<file path="config.mk">
export PLATFORM = sky130hd
export DESIGN_NAME = mem_stage_lsu
export DESIGN_NICKNAME = d
export VERILOG_FILES = /design/src/rtl/mem_stage_lsu.sv
export SDC_FILE = /design/constraint.sdc
export NUM_CORES = 1
export LEC_CHECK = 0
export BUFFER_PORTS_ARGS = -buffer_cell sky130_fd_sc_hd__buf_2
export CELL_PAD_IN_SITES_DETAIL_PLACEMENT = 1
export CELL_PAD_IN_SITES_GLOBAL_PLACEMENT = 1
export CORE_MARGIN = 8
export CORE_UTILIZATION = 34
export CTS_CLUSTER_DIAMETER = 150
export DETAILED_ROUTE_END_ITERATION = 8
export PLACE_DENSITY = 0.8
export SLEW_MARGIN = 20
export SYNTH_ARGS = -nofsm -noshare
export SYNTH_HDL_FRONTEND = slang
export SYNTH_SLANG_ARGS = --single-unit
</file>
<file path="constraint.sdc">
create_clock -name clk -period 19.8 [get_ports clk]
set_input_delay 2.97 -clock clk [delete_from_list [all_inputs] [get_ports clk]]
set_output_delay 2.97 -clock clk [all_outputs]
set_load 0.1 [all_outputs]
</file>
<file path="src/rtl/mem_stage_lsu.sv">
// Memory stage: aligns loads/stores onto a ready/valid data port and returns one registered result per instruction.
// ALU ops take 1 cycle; stores take at least 2 and loads at least 3. stall_o holds upstream while a transaction is outstanding.
module mem_stage_lsu #(
  parameter int unsigned TIMEOUT_CYCLES = 255
) (
  input  logic        clk,
  input  logic        rst,
  input  logic        in_valid,
  input  logic [31:0] in_pc,
  input  logic [31:0] in_alu_out,
  input  logic [31:0] in_rs2_data,
  input  logic        in_load,
  input  logic        in_store,
  input  logic [2:0]  in_funct3,
  output logic        stall_o,
  output logic        dm_req,
  output logic        dm_we,
  output logic [31:0] dm_addr,
  output logic [31:0] dm_wdata,
  output logic [3:0]  dm_wstrb,
  input  logic        dm_ready,
  input  logic        dm_rvalid,
  input  logic [31:0] dm_rdata,
  output logic        out_valid,
  output logic [31:0] out_pc,
  output logic [31:0] out_wb_data,
  output logic        out_exc
);

  typedef enum logic [1:0] {IDLE = 2'd0, REQ = 2'd1, RESP = 2'd2} state_t;

  localparam bit          TO_EN   = (TIMEOUT_CYCLES != 0);
  localparam logic [31:0] TO_LAST = 32'(TIMEOUT_CYCLES) - 32'd1;

  state_t      state, state_nxt;
  logic [31:0] pc_q, addr_q, wdata_q, cnt_q;
  logic [2:0]  f3_q;
  logic        we_q;
  logic [3:0]  wstrb_q;

  logic        mem_op, f3_ok, misal, req_exc;
  logic [31:0] st_wdata;
  logic [3:0]  st_wstrb;

  always_comb begin
    mem_op = in_load | in_store;
    if (in_store) begin
      f3_ok = (in_funct3 == 3'b000) || (in_funct3 == 3'b001) || (in_funct3 == 3'b010);
    end else begin
      f3_ok = !((in_funct3 == 3'b011) || (in_funct3 == 3'b110) || (in_funct3 == 3'b111));
    end
    case (in_funct3[1:0])
      2'b01:   misal = in_alu_out[0];
      2'b10:   misal = |in_alu_out[1:0];
      default: misal = 1'b0;
    endcase
    req_exc = (in_load & in_store) | !f3_ok | misal;

    case (in_funct3[1:0])
      2'b00: begin
        st_wdata = {4{in_rs2_data[7:0]}};
        st_wstrb = 4'b0001 << in_alu_out[1:0];
      end
      2'b01: begin
        st_wdata = {2{in_rs2_data[15:0]}};
        st_wstrb = in_alu_out[1] ? 4'b1100 : 4'b0011;
      end
      default: begin
        st_wdata = in_rs2_data;
        st_wstrb = 4'b1111;
      end
    endcase
  end

  // Load lane extraction works on the captured address, not the live inputs.
  logic [7:0]  ld_byte;
  logic [15:0] ld_half;
  logic [31:0] ld_result;

  always_comb begin
    case (addr_q[1:0])
      2'b00:   ld_byte = dm_rdata[7:0];
      2'b01:   ld_byte = dm_rdata[15:8];
      2'b10:   ld_byte = dm_rdata[23:16];
      default: ld_byte = dm_rdata[31:24];
    endcase
    ld_half = addr_q[1] ? dm_rdata[31:16] : dm_rdata[15:0];
    case (f3_q)
      3'b000:  ld_result = {{24{ld_byte[7]}}, ld_byte};
      3'b001:  ld_result = {{16{ld_half[15]}}, ld_half};
      3'b010:  ld_result = dm_rdata;
      3'b100:  ld_result = {24'd0, ld_byte};
      3'b101:  ld_result = {16'd0, ld_half};
      default: ld_result = 32'd0;
    endcase
  end

  logic        timeout_hit;
  logic        fin, fin_exc, capture;
  logic [31:0] fin_pc, fin_data;

  assign timeout_hit = TO_EN && (cnt_q >= TO_LAST);

  always_ff @(posedge clk or posedge rst) begin
    if (rst) state <= IDLE;
    else     state <= state_nxt;
  end

  always_comb begin
    state_nxt = state;
    fin       = 1'b0;
    fin_exc   = 1'b0;
    fin_pc    = pc_q;
    fin_data  = 32'd0;
    capture   = 1'b0;
    case (state)
      IDLE: begin
        if (in_valid) begin
          if (!mem_op) begin
            fin      = 1'b1;
            fin_pc   = in_pc;
            fin_data = in_alu_out;
          end else if (req_exc) begin
            fin     = 1'b1;
            fin_exc = 1'b1;
            fin_pc  = in_pc;
          end else begin
            capture   = 1'b1;
            state_nxt = REQ;
          end
        end
      end
      REQ: begin
        // Read data arriving alongside the accept is deliberately ignored.
        if (dm_ready) begin
          if (we_q) begin
            fin       = 1'b1;
            state_nxt = IDLE;
          end else begin
            state_nxt = RESP;
          end
        end else if (timeout_hit) begin
          fin       = 1'b1;
          fin_exc   = 1'b1;
          state_nxt = IDLE;
        end
      end
      RESP: begin
        if (dm_rvalid) begin
          fin       = 1'b1;
          fin_data  = ld_result;
          state_nxt = IDLE;
        end else if (timeout_hit) begin
          fin       = 1'b1;
          fin_exc   = 1'b1;
          state_nxt = IDLE;
        end
      end
      default: state_nxt = IDLE;
    endcase
  end

  always_ff @(posedge clk or posedge rst) begin
    if (rst) begin
      out_valid   <= 1'b0;
      out_pc      <= 32'd0;
      out_wb_data <= 32'd0;
      out_exc     <= 1'b0;
      pc_q        <= 32'd0;
      addr_q      <= 32'd0;
      wdata_q     <= 32'd0;
      wstrb_q     <= 4'd0;
      f3_q        <= 3'd0;
      we_q        <= 1'b0;
      cnt_q       <= 32'd0;
    end else begin
      out_valid <= fin;
      if (fin) begin
        out_pc      <= fin_pc;
        out_wb_data <= fin_data;
        out_exc     <= fin_exc;
      end
      if (capture) begin
        pc_q    <= in_pc;
        addr_q  <= in_alu_out;
        f3_q    <= in_funct3;
        we_q    <= in_store;
        wdata_q <= st_wdata;
        wstrb_q <= in_store ? st_wstrb : 4'd0;
        cnt_q   <= 32'd0;
      end else if (state != IDLE) begin
        cnt_q <= cnt_q + 32'd1;
      end
    end
  end

  assign stall_o  = (state != IDLE);
  assign dm_req   = (state == REQ);
  assign dm_we    = we_q & (state == REQ);
  assign dm_addr  = {addr_q[31:2], 2'b00};
  assign dm_wdata = wdata_q;
  assign dm_wstrb = wstrb_q;

endmodule

</file>
==> results.txt, run 1 <==
Chip height: 187 microns
Hold_buf cts: 0
Pre-antenna DRT Iters: 5
TNS Setup: 0 ps
Total global routing overflow: 0
Post-CTS setup buffers: 0
Synth unique cells: 60
Total power: 2.37 mW
IO Count: 275
FFs w/ async S/R, synth: 100%
Via count: 8598
GPL Wtd Cong: 0.840
Crit. End Element: flip-flop
Tcrit/Tclk final: 31.6%
Dpl ws: 12980 ps
Fin worst setup slack: 13550 ps
Gates resized, CTS repair: 0
DRT iter0 DRCs: 548
Status: complete, no violations
Share of cells above drive strength 1: 32.4%
Critical Path Fanout Max: 35
F_max: 160 MHz
DP Area: 11300 sq um
# rows: 62
DIE AREA: 34800 sq um
Hold crit path type: reg2reg
Clk Tree Root Cell: clkbuf_16
Max Buffers Root-to-Sink: 3
WL final: 34000 microns
Final ANT Viol Nets: 0
Vias per cell: 5.32
Max-cap violations: 0
TritonCTS Buffers: 25
Leakage Power: 6.05 nW
Area grow syn2layout: 22.8%
Power Density: 195 nW/um^2
Clk sinks: 204
Crit start category: input port
Fillers: 3330
#FFs+latches synth: 204
CP Class: in2reg
Worst Skew: 14.3 ps
Worst endpoint data arrival time: 6650 ps
Port Buffers: 272
Antenna violations before repair: 2
First-pass GRT wire length: 53800 microns
Min Tclk post-route: 6250 ps
Finished Cell Area: 12200 sq um
Worst slew pin tran: 1080 ps
Footprint of the multi-input gates: 4220 sq um
Cells after Synth: 994
Core ar.: 28700 sq um
Slew headroom: 28.1%
Ys Warns: 0
Hpwl dp: 24400 microns
CTS H-tree lvls: 1
Wirelength per Cell: 21.0 microns
Skew-Pair Late Insertion Delay: 520 ps
Initial Util: 34.5%
Mapped cell area: 9900 sq um
Peak VDD IR: 0.121 mV
Largest net degree at the start of global routing: 126
Vias in the first global route: 9258
Seq/Total Area, Yosys: 51.6%
Setup-failing EPs final: 0
Clk slew on worst S/H paths: 60 ps
Final net count: 1356
GRT Resource Usage Total: 18.8%
Drt drc: 0
Reg area: 5100 sq um
Unrepaired setup endpoints after global routing: false
Die outline width: 187 microns
Crit path required time: 20200 ps
CTS tree: built
Final Hold Fails: 0
Ys flop type: dfrtp_1
Post-synth EDFFs: 0
Syn avg cell area: 9.96 sq um
Pins Over Slew Limit: 0
-- power breakdown --
group          internal [mW]  switching (mW)  leakage (nW)
clock network          0.286           0.180         0.409
logic                  0.239            1.01          3.05
registers              0.554          0.0994          2.59
total                   1.08            1.29          6.05
-- worst paths after layout --
| check | startpoint | to | slack, ps | cells past startpoint |
|---|---|---|---|---|
| max in group asynchronous | rst | out_pc[27]$_DFFE_PP0P_ | 15850 | 3 |
| min in group asynchronous | rst | addr_q[10]$_DFFE_PP0N_ | 2650 | 2 |
| min | addr_q[25]$_DFFE_PP0N_ | addr_q[25]$_DFFE_PP0N_ | 470 | 2 |
| max reg2reg | state[0]$_DFFE_PP0P_ | out_pc[31]$_DFFE_PP0P_ | 16200 | 8 |
| min reg2reg | addr_q[25]$_DFFE_PP0N_ | addr_q[25]$_DFFE_PP0N_ | 470 | 2 |
| max | in_funct3[0] | out_pc[31]$_DFFE_PP0P_ | 13550 | 10 |
-- synthesized netlist by cell type (all sizes together) (10+ instances only) --
cell / count / area, sq um
nand2: 290 / 1090
dfrtp: 204 / 5100
mux2: 67 / 830
buf: 64 / 430
nor2: 51 / 191
o21ai: 37 / 185
a221o: 31 / 310
a21oi: 29 / 145
clkbuf: 28 / 105
nand3: 22 / 110
a22oi: 16 / 120
inv: 16 / 60.1
mux2i: 16 / 160
o211ai: 10 / 75.1
-- metal layers --
metal  wire length, microns  GRT usage, %  up-vias
li1                       -             -     3892
met1                  14100          23.3     4321
met2                  16200          31.7      341
met3                   3060          5.89       44
met4                    658          4.40        0
met5                      0             0        -
-- critical path, cell delays in order --
cell and delay [ps]:
buf_2 130, inv_1 80, ha_1 540, or3_4 260
a31oi_4 120, o21bai_4 150, buf_4 430, o221a_2 800
inv_2 620, mux2_1 490
-- flip-flops by register name, indices dropped and copies added, names as in the netlist --
| name | flops |
|---|---|
| f3_q | 3 |
| pc_q | 32 |
| out_valid | 1 |
| we_q | 1 |
| out_pc | 32 |
| addr_q | 32 |
| out_exc | 1 |
| dm_wdata | 32 |
| out_wb_data | 32 |
| state | 2 |
| cnt_q | 32 |
| dm_wstrb | 4 |
-- cells in the final DEF, fill, tap and decap left out, types with 10 or more instances in the layout --
| cell type | count |
|---|---|
| nand2_1 | 290 |
| buf_2 | 272 |
| dfrtp_1 | 204 |
| nor2_1 | 51 |
| mux2_2 | 42 |
| o21ai_0 | 32 |
| a221o_1 | 31 |
| a21oi_1 | 29 |
| clkbuf_16 | 25 |
| nand3_1 | 22 |
| mux2_4 | 20 |
| mux2i_1 | 16 |
| a22oi_1 | 16 |
| inv_1 | 14 |
| o211ai_1 | 10 |
-- kinds of logic after synthesis --
logic type,share of synthesized area (%)
buf+inv,6.02
other cells,0.0379
compound gates,13.3
flops,51.6
mux,11.1
simple gates,17.1
xor+xnor,0.0885
fa+ha+maj,0.759
-- per-stage QoR --
stage                     instances  utilization, %  hold WS, ps
after floorplan                 995               -          440
after global placement         1569            39.4          452
after detailed placement       1569            39.4          457
after CTS                      1614            42.3          472
after global routing           1614            42.3          489
final                          1617            42.3          468
-- cell type report --
type	instances	share of cell area, %
Antenna cell	3	0.0618
Clock buffer	37	5.85
Clock inverter	8	0.978
Inverter	16	0.556
Multi-Input combinational cell	683	34.7
Sequential cell	204	42.0
Tap cell	384	3.95
Timing Repair Buffer	282	11.9
Note: power is estimated with default switching activity, not from simulation.
==> run 2, diff against run 1 <==
--- a/config.mk
+++ b/config.mk
@@ -5,6 +5,7 @@
 export SDC_FILE = /design/constraint.sdc
 export NUM_CORES = 1
 export LEC_CHECK = 0
+export ABC_AREA = 1
 export BUFFER_PORTS_ARGS = -buffer_cell sky130_fd_sc_hd__buf_2
 export CELL_PAD_IN_SITES_DETAIL_PLACEMENT = 1
 export CELL_PAD_IN_SITES_GLOBAL_PLACEMENT = 1
@@ -12,7 +13,7 @@
 export CORE_UTILIZATION = 34
 export CTS_CLUSTER_DIAMETER = 150
 export DETAILED_ROUTE_END_ITERATION = 8
-export PLACE_DENSITY = 0.8
+export PLACE_DENSITY = 0.86
 export SLEW_MARGIN = 20
 export SYNTH_ARGS = -nofsm -noshare
 export SYNTH_HDL_FRONTEND = slang
==> constraint.sdc (replaced) <==
create_clock -name clk -period 5.65 [get_ports clk]
set_input_delay 0.8475 -clock clk [delete_from_list [all_inputs] [get_ports clk]]
set_output_delay 0.8475 -clock clk [all_outputs]
set_load 0.1 [all_outputs]
==> run 2 against run 1 <==
Wire length grew 21%; area after synthesis grew 10%; non-clock buffer count grew 1; sequential cell count is the same; combinational power grew to 3.6 times the previous value; final cell count grew 30%; utilization shrank 0.87 points; critical endpoint is now out_pc[8]$_DFFE_PP0P_; highest routed layer is now met5.
==> results.txt, run 2 <==
CTS H-tree lvls: 1 (unchanged)
DIE AREA: 38000 sq um (was 34800 sq um)
Via count: 11100 (was 8598)
Cell count after placement: 2051 (was 1569)
WL final: 41000 microns (was 34000 microns)
Synth unique cells: 38 (was 60)
Clk Tree Root Cell: clkbuf_16 (unchanged)
Dpl ws: 1020 ps (was 12980 ps)
Slew headroom: 40.2% (was 28.1%)
Unrepaired setup endpoints after global routing: false (unchanged)
Pins Over Slew Limit: 0 (unchanged)
Core ar.: 31600 sq um (was 28700 sq um)
Largest net degree at the start of global routing: 106 (was 126)
Mapped cell area: 10900 sq um (was 9900 sq um)
Wirelength per Cell: 19.5 microns (was 21.0 microns)
Syn avg cell area: 7.37 sq um (was 9.96 sq um)
Ys Warns: 0 (unchanged)
Skew-Pair Late Insertion Delay: 540 ps (was 520 ps)
Crit path required time: 6060 ps (was 20200 ps)
Hold_buf cts: 0 (unchanged)
Reg2reg end: out_pc[8]$_DFFE_PP0P_ (was out_pc[31]$_DFFE_PP0P_)
Hpwl dp: 29600 microns (was 24400 microns)
GRT Resource Usage Total: 20.9% (was 18.8%)
Reg2Reg Setup Slack: 2240 ps (was 16200 ps)
FFs w/ async S/R, synth: 100% (unchanged)
IO Count: 275 (unchanged)
First-pass GRT wire length: 65100 microns (was 53800 microns)
# rows: 65 (was 62)
Peak VDD IR: 0.414 mV (was 0.121 mV)
Share of cells above drive strength 1: 20.3% (was 32.4%)
Most common cell in the synthesized netlist: nand2_1 (unchanged)
Worst Skew: 16.4 ps (was 14.3 ps)
Most common cell after layout, fill and taps aside: nand2_1 (unchanged)
Clk slew on worst S/H paths: 60 ps (about the same)
Cells after Synth: 1478 (was 994)
Antenna violations before repair: 5 (was 2)
Vias per cell: 5.26 (was 5.32)
GPL Wtd Cong: 0.898 (was 0.840)
Fillers: 4045 (was 3330)
Final ANT Viol Nets: 0 (unchanged)
Crit. End Element: flip-flop (unchanged)
Max Buffers Root-to-Sink: 3 (unchanged)
Post-synth top area share: 46.9% (was 51.6%)
Gates resized, CTS repair: 0 (unchanged)
Area contributors post-synth: dfrtp_1, nand2_1, nand3_1, nand4_1, o21ai_1 (was dfrtp_1, nand2_1, mux2_2, a221o_1, mux2_4)
Hold Startpoint: addr_q[11]$_DFFE_PP0N_ (was addr_q[25]$_DFFE_PP0N_)
Final Hold Fails: 0 (unchanged)
RR Startpoint: cnt_q[0]$_DFFE_PP0P_ (was state[0]$_DFFE_PP0P_)
Synth cell count leaders: nand2_1, dfrtp_1, nand3_1 (was nand2_1, dfrtp_1, nor2_1)
F_max: 243 MHz
TNS Setup: 0 ps (unchanged)
Tcrit/Tclk final: 72.8%
Drt drc: 0 (unchanged)
Ys flop type: dfrtp_1 (unchanged)
Clk sinks: 204 (unchanged)
Crit start category: input port (unchanged)
Total global routing overflow: 0 (unchanged)
#FFs+latches synth: 204 (unchanged)
CTS tree: built (unchanged)
Pre-antenna DRT Iters: 4 (was 5)
Hold crit path type: reg2reg (unchanged)
Final net count: 1820 (was 1356)
CP Class: in2reg (unchanged)
Min Tclk post-route: 4110 ps
Area grow syn2layout: 20.1% (was 22.8%)
DRT iter0 DRCs: 550 (was 548)
Port Buffers: 272 (unchanged)
Critical Path Fanout Max: 51 (was 35)
Vias in the first global route: 11700 (was 9258)
Most frequent cells in the layout: nand2_1, buf_2, dfrtp_1 (unchanged)
Status: complete, no violations (unchanged)
Seq/Total Area, Yosys: 46.9% (was 51.6%)
Leakage Power: 7.04 nW (was 6.05 nW)
TritonCTS Buffers: 25 (unchanged)
Hold path cells: 2 (unchanged)
Max-cap violations: 0 (unchanged)
Non-Filler Instances: 2100 (was 1617)
Power Density: 644 nW/um^2 (was 195 nW/um^2)
Post-synth EDFFs: 0 (unchanged)
Chip height: 195 microns (was 187 microns)
Die outline width: 195 microns (was 187 microns)
Worst endpoint data arrival time: 4530 ps (was 6650 ps)
Initial Util: 34.5% (about the same)
Fin worst setup slack: 1540 ps (was 13550 ps)
R2r worst-path depth: 13 (was 8)
Leading area contributor after synthesis: dfrtp_1 (unchanged)
Setup-failing EPs final: 0 (unchanged)
Final Core Density: 41.5% (was 42.3%)
Worst slew pin tran: 895 ps (was 1080 ps)
Worst hold endpoint: addr_q[11]$_DFFE_PP0N_ (was addr_q[25]$_DFFE_PP0N_)
Post-CTS setup buffers: 0 (unchanged)
==> run 2: cell families after synthesis <==
| kind of cell | synth area share, % |
|---|---|
| simple gates | 33.0 |
| buf+inv | 9.58 |
| other cells | 0.0344 |
| compound gates | 9.72 |
| flops | 46.9 |
| fa+ha+maj | 0.689 |
| xor+xnor | 0.0804 |
==> run 2: power breakdown <==
part / leakage, nW / internal (mW) / switching, mW
registers: 2.62 / 1.93 / 0.338
clock network: 0.410 / 1.02 / 0.654
logic: 4.01 / 0.700 / 3.78
total: 7.04 / 3.66 / 4.77
==> run 2: through the flow <==
stage | hold WS, ps | total power, mW | area, sq um
3_5_place_dp | 459 | 6.78 | 12200
2_1_floorplan | 442 | 5.96 | 10900
5_1_grt | 488 | 8.81 | 13100
4_1_cts | 473 | 8.49 | 13100
6_report | 470 | 8.43 | 13100
3_3_place_gp | 450 | 6.67 | 12200
==> run 2: how the worst max path moves through the flow <==
stage,slack (ps),to,from,depth (start not counted)
after detailed placement,1020,out_pc[22]$_DFFE_PP0P_,in_funct3[1],12
after CTS,1570,out_pc[8]$_DFFE_PP0P_,in_funct3[1],12
after floorplan,1500,dm_we,state[0]$_DFFE_PP0P_,4
final,1540,out_pc[8]$_DFFE_PP0P_,in_funct3[1],12
after global routing,1160,out_pc[5]$_DFFE_PP0P_,in_funct3[1],12
after global placement,1180,out_pc[1]$_DFFE_PP0P_,in_funct3[1],12
==> run 2: area by class of cell <==
class                   instances  area, sq um  share of cell area [%]
inverters                     108          414                    3.16
diodes                          5         12.5                  0.0956
clock inverters                 6          123                   0.937
multi-input cells            1054         4760                    36.4
well taps                     402          503                    3.84
clock buffers                  38          724                    5.54
flip-flops and latches        204         5100                    39.0
repair buffers                283         1440                    11.0
==> run 2: metal layers <==
| layer | global-route usage [%] | routed length, microns | vias to the layer above |
|---|---|---|---|
| li1 | - | - | 5185 |
| met1 | 25.8 | 17200 | 5415 |
| met2 | 34.5 | 19300 | 377 |
| met3 | 5.02 | 3010 | 77 |
| met4 | 8.67 | 1480 | 2 |
| met5 | 0 | 12 | - |
==> run 2: critical path, cell delays in order <==
cell and delay (ps):
buf_2 120, inv_1 70, ha_1 390, inv_2 100, nand2_4 180, nor2_1 80
o21ai_2 140, nand3_2 640, nand2_4 780, nand3_2 720, nand3_1 310, nand2_1 100
==> run 3, diff against run 2 <==
--- a/config.mk
+++ b/config.mk
@@ -13,7 +13,7 @@
 export CORE_UTILIZATION = 34
 export CTS_CLUSTER_DIAMETER = 150
 export DETAILED_ROUTE_END_ITERATION = 8
-export PLACE_DENSITY = 0.86
+export PLACE_DENSITY = 0.83
 export SLEW_MARGIN = 20
 export SYNTH_ARGS = -nofsm -noshare
 export SYNTH_HDL_FRONTEND = slang
==> constraint.sdc (replaced) <==
create_clock -name clk -period 4.2 [get_ports clk]
set_input_delay 0.63 -clock clk [delete_from_list [all_inputs] [get_ports clk]]
set_output_delay 0.63 -clock clk [all_outputs]
set_load 0.1 [all_outputs]
==> run 3 against run 2 <==
Worst hold slack lost 160 ps; first-iteration DRC count grew 15%; clock skew is essentially flat; register-to-register slack lost 1100 ps; critical endpoint is now out_wb_data[28]$_DFFE_PP0P_; global-route usage is essentially flat; clock power grew 26%; sequential cell count is the same; critical path depth shrank 4; via count shrank 1.2%.
==> results.txt, run 3 (synthesis gave the netlist of run 2 again) <==
DIE AREA: 38000 sq um (unchanged)
Min Tclk post-route: 3030 ps
TritonCTS Buffers: 25 (unchanged)
Fin worst setup slack: 1170 ps (was 1540 ps)
Hpwl dp: 29100 microns (was 29600 microns)
Final Hold Fails: 0 (unchanged)
CTS H-tree lvls: 1 (unchanged)
Comb pwr share: 53.7% (was 53.1%)
Reg2reg end: out_wb_data[28]$_DFFE_PP0P_ (was out_pc[8]$_DFFE_PP0P_)
Chip height: 195 microns (unchanged)
Clk sinks: 204 (unchanged)
DP Area: 12300 sq um (was 12200 sq um)
Fillers: 4054 (was 4045)
Clock power frac: 19.0% (was 19.9%)
Port Buffers: 272 (unchanged)
Reg2Reg Setup Slack: 1170 ps (was 2240 ps)
Max Buffers Root-to-Sink: 3 (unchanged)
First-pass GRT wire length: 65100 microns (about the same)
Initial Util: 34.5% (unchanged)
Skew-Pair Late Insertion Delay: 540 ps (about the same)
Final ANT Viol Nets: 0 (unchanged)
Slew headroom: 37.2% (was 40.2%)
Total power: 11.2 mW (was 8.43 mW)
Post-CTS setup buffers: 0 (unchanged)
Peak VDD IR: 0.618 mV (was 0.414 mV)
IO Count: 275 (unchanged)
Worst endpoint data arrival time: 3450 ps (was 4530 ps)
Leakage Power: 7.04 nW (about the same)
Worst Skew: 16.3 ps (was 16.4 ps)
Finished Cell Area: 13100 sq um (about the same)
F_max: 330 MHz
Power Density: 854 nW/um^2 (was 644 nW/um^2)
Final net count: 1823 (was 1820)
Hold crit path type: in2async (was reg2reg)
M2 GR Usage: 34.8% (was 34.5%)
R2r worst-path depth: 8 (was 13)
Crit. End Element: flip-flop (unchanged)
Switching pwr: 6.38 mW (was 4.77 mW)
Worst slew pin tran: 941 ps (was 895 ps)
Wirelength per Cell: 19.1 microns (was 19.5 microns)
Clk Tree Root Cell: clkbuf_16 (unchanged)
Max-cap violations: 0 (unchanged)
Reg area: 5100 sq um (unchanged)
DRT iter0 DRCs: 635 (was 550)
Area grow syn2layout: 20.0% (was 20.1%)
Die outline width: 195 microns (unchanged)
Sequential fraction of design power: 27.3% (was 27.0%)
Slowest library cell on the worst path: dfrtp_1 (was nand2_4)
RR Startpoint: addr_q[1]$_DFFE_PP0N_ (was cnt_q[0]$_DFFE_PP0P_)
Net Sw Frac: 57.1% (was 56.6%)
Most common cell after layout, fill and taps aside: nand2_1 (unchanged)
Gates resized, CTS repair: 0 (unchanged)
Status: complete, no violations (unchanged)
Vias per cell: 5.20 (was 5.26)
WL final: 40100 microns (was 41000 microns)
CP Class: reg2reg (was in2reg)
Critical Path Fanout Max: 24 (was 51)
GR Layer Usage met3: 5.14% (was 5.02%)
Hold_buf cts: 0 (unchanged)
Hold slack final: 305 ps (was 470 ps)
CTS tree: built (unchanged)
Drt drc: 0 (unchanged)
Antenna violations before repair: 5 (unchanged)
# rows: 65 (unchanged)
Footprint of the multi-input gates: 4760 sq um (unchanged)
Clk slew on worst S/H paths: 60 ps (about the same)
Vias in the first global route: 11700 (about the same)
Setup-failing EPs final: 0 (unchanged)
Share of cells above drive strength 1: 20.4% (was 20.3%)
Largest net degree at the start of global routing: 160 (was 106)
Via count: 10900 (was 11100)
Pre-antenna DRT Iters: 5 (was 4)
Total global routing overflow: 0 (unchanged)
CP max stage delay: 810 ps (was 780 ps)
Core ar.: 31600 sq um (unchanged)
Unrepaired setup endpoints after global routing: false (unchanged)
Dpl ws: 789 ps (was 1020 ps)
Cell mode on critical path: nand2_1
GRT Resource Usage Total: 20.8% (was 20.9%)
Pins Over Slew Limit: 0 (unchanged)
GPL Wtd Cong: 0.878 (was 0.898)
TNS Setup: 0 ps (unchanged)
Crit start category: flip-flop (was input port)
Critical Path, Cell by Cell: inv_1 > nand2_1 > nand2_1 > nand3_1 > a21o_1 > nand3_1 > a21oi_1 > nand2_1 (was buf_2 > inv_1 > ha_1 > inv_2 > nand2_4 > nor2_1 > o21ai_2 > nand3_2 > nand2_4 > nand3_2 > nand3_1 > nand2_1)
GRT Max-Usage Layer: met2 (unchanged)
Most frequent cells in the layout: nand2_1, buf_2, dfrtp_1 (unchanged)
Tcrit/Tclk final: 72.2%
Met1 Track Usage GR: 25.5% (was 25.8%)
P_int: 4.79 mW (was 3.66 mW)
Crit path required time: 4620 ps (was 6060 ps)
run 3: changes by cell type in the layout (fill, tap and decap cells not counted), sizes merged:
cell	delta
clkinv	+5
buf	+3
bufinv	-2
diode	-2
clkbuf	-1
clkinvlp	-1
inv	-1
run 3: worst max path at each step:
stage | depth (start not counted) | startpoint | slack [ps] | to
after floorplan | 4 | state[0]$_DFFE_PP0P_ | 270 | dm_we
after global placement | 12 | in_funct3[1] | 940 | out_pc[1]$_DFFE_PP0P_
after detailed placement | 12 | in_funct3[1] | 790 | out_pc[30]$_DFFE_PP0P_
after CTS | 8 | addr_q[1]$_DFFE_PP0N_ | 1190 | out_wb_data[30]$_DFFE_PP0P_
after global routing | 8 | addr_q[1]$_DFFE_PP0N_ | 900 | out_wb_data[30]$_DFFE_PP0P_
final | 8 | addr_q[1]$_DFFE_PP0N_ | 1170 | out_wb_data[28]$_DFFE_PP0P_
run 3: routing by layer:
metal | vias to the layer above | share of wire [%]
met5 | - | 0.14
met4 | 8 | 3.6
met3 | 85 | 7.0
met2 | 351 | 47
met1 | 5292 | 42
li1 | 5192 | -
run 3: area by class of cell:
cell class                      count  area share, %
Sequential cell                   204           39.1
Clock buffer                       37           5.44
Clock inverter                      7          0.603
Inverter                          108           3.17
Multi-Input combinational cell   1054           36.4
Tap cell                          402           3.85
Timing Repair Buffer              286           11.4
Antenna cell                        3         0.0574
run 3: power groups by stage:
stage / combinational, mW / sequential (mW) / clock [mW]
final: 6.00 / 3.05 / 2.12
after detailed placement: 6.03 / 3.07 / 0
after CTS: 6.05 / 3.05 / 2.17
after global placement: 5.94 / 3.05 / 0
after floorplan: 2.47 / 5.55 / 0
after global routing: 6.34 / 3.14 / 2.26
run 3: through the flow:
step / instances / util [%]
2_1_floorplan: 1479 / -
5_1_grt: 2099 / 41.4
3_3_place_gp: 2054 / 38.9
3_5_place_dp: 2054 / 38.9
6_report: 2101 / 41.4
4_1_cts: 2098 / 41.4
run 3: worst max-delay path, delay by kind of cell (launching register included):
family	cells	cell delay, ps
AOI/OAI and AO/OA	2	970
DFF	1	810
and+or+nand+nor	5	700
buffers and inverters	1	420
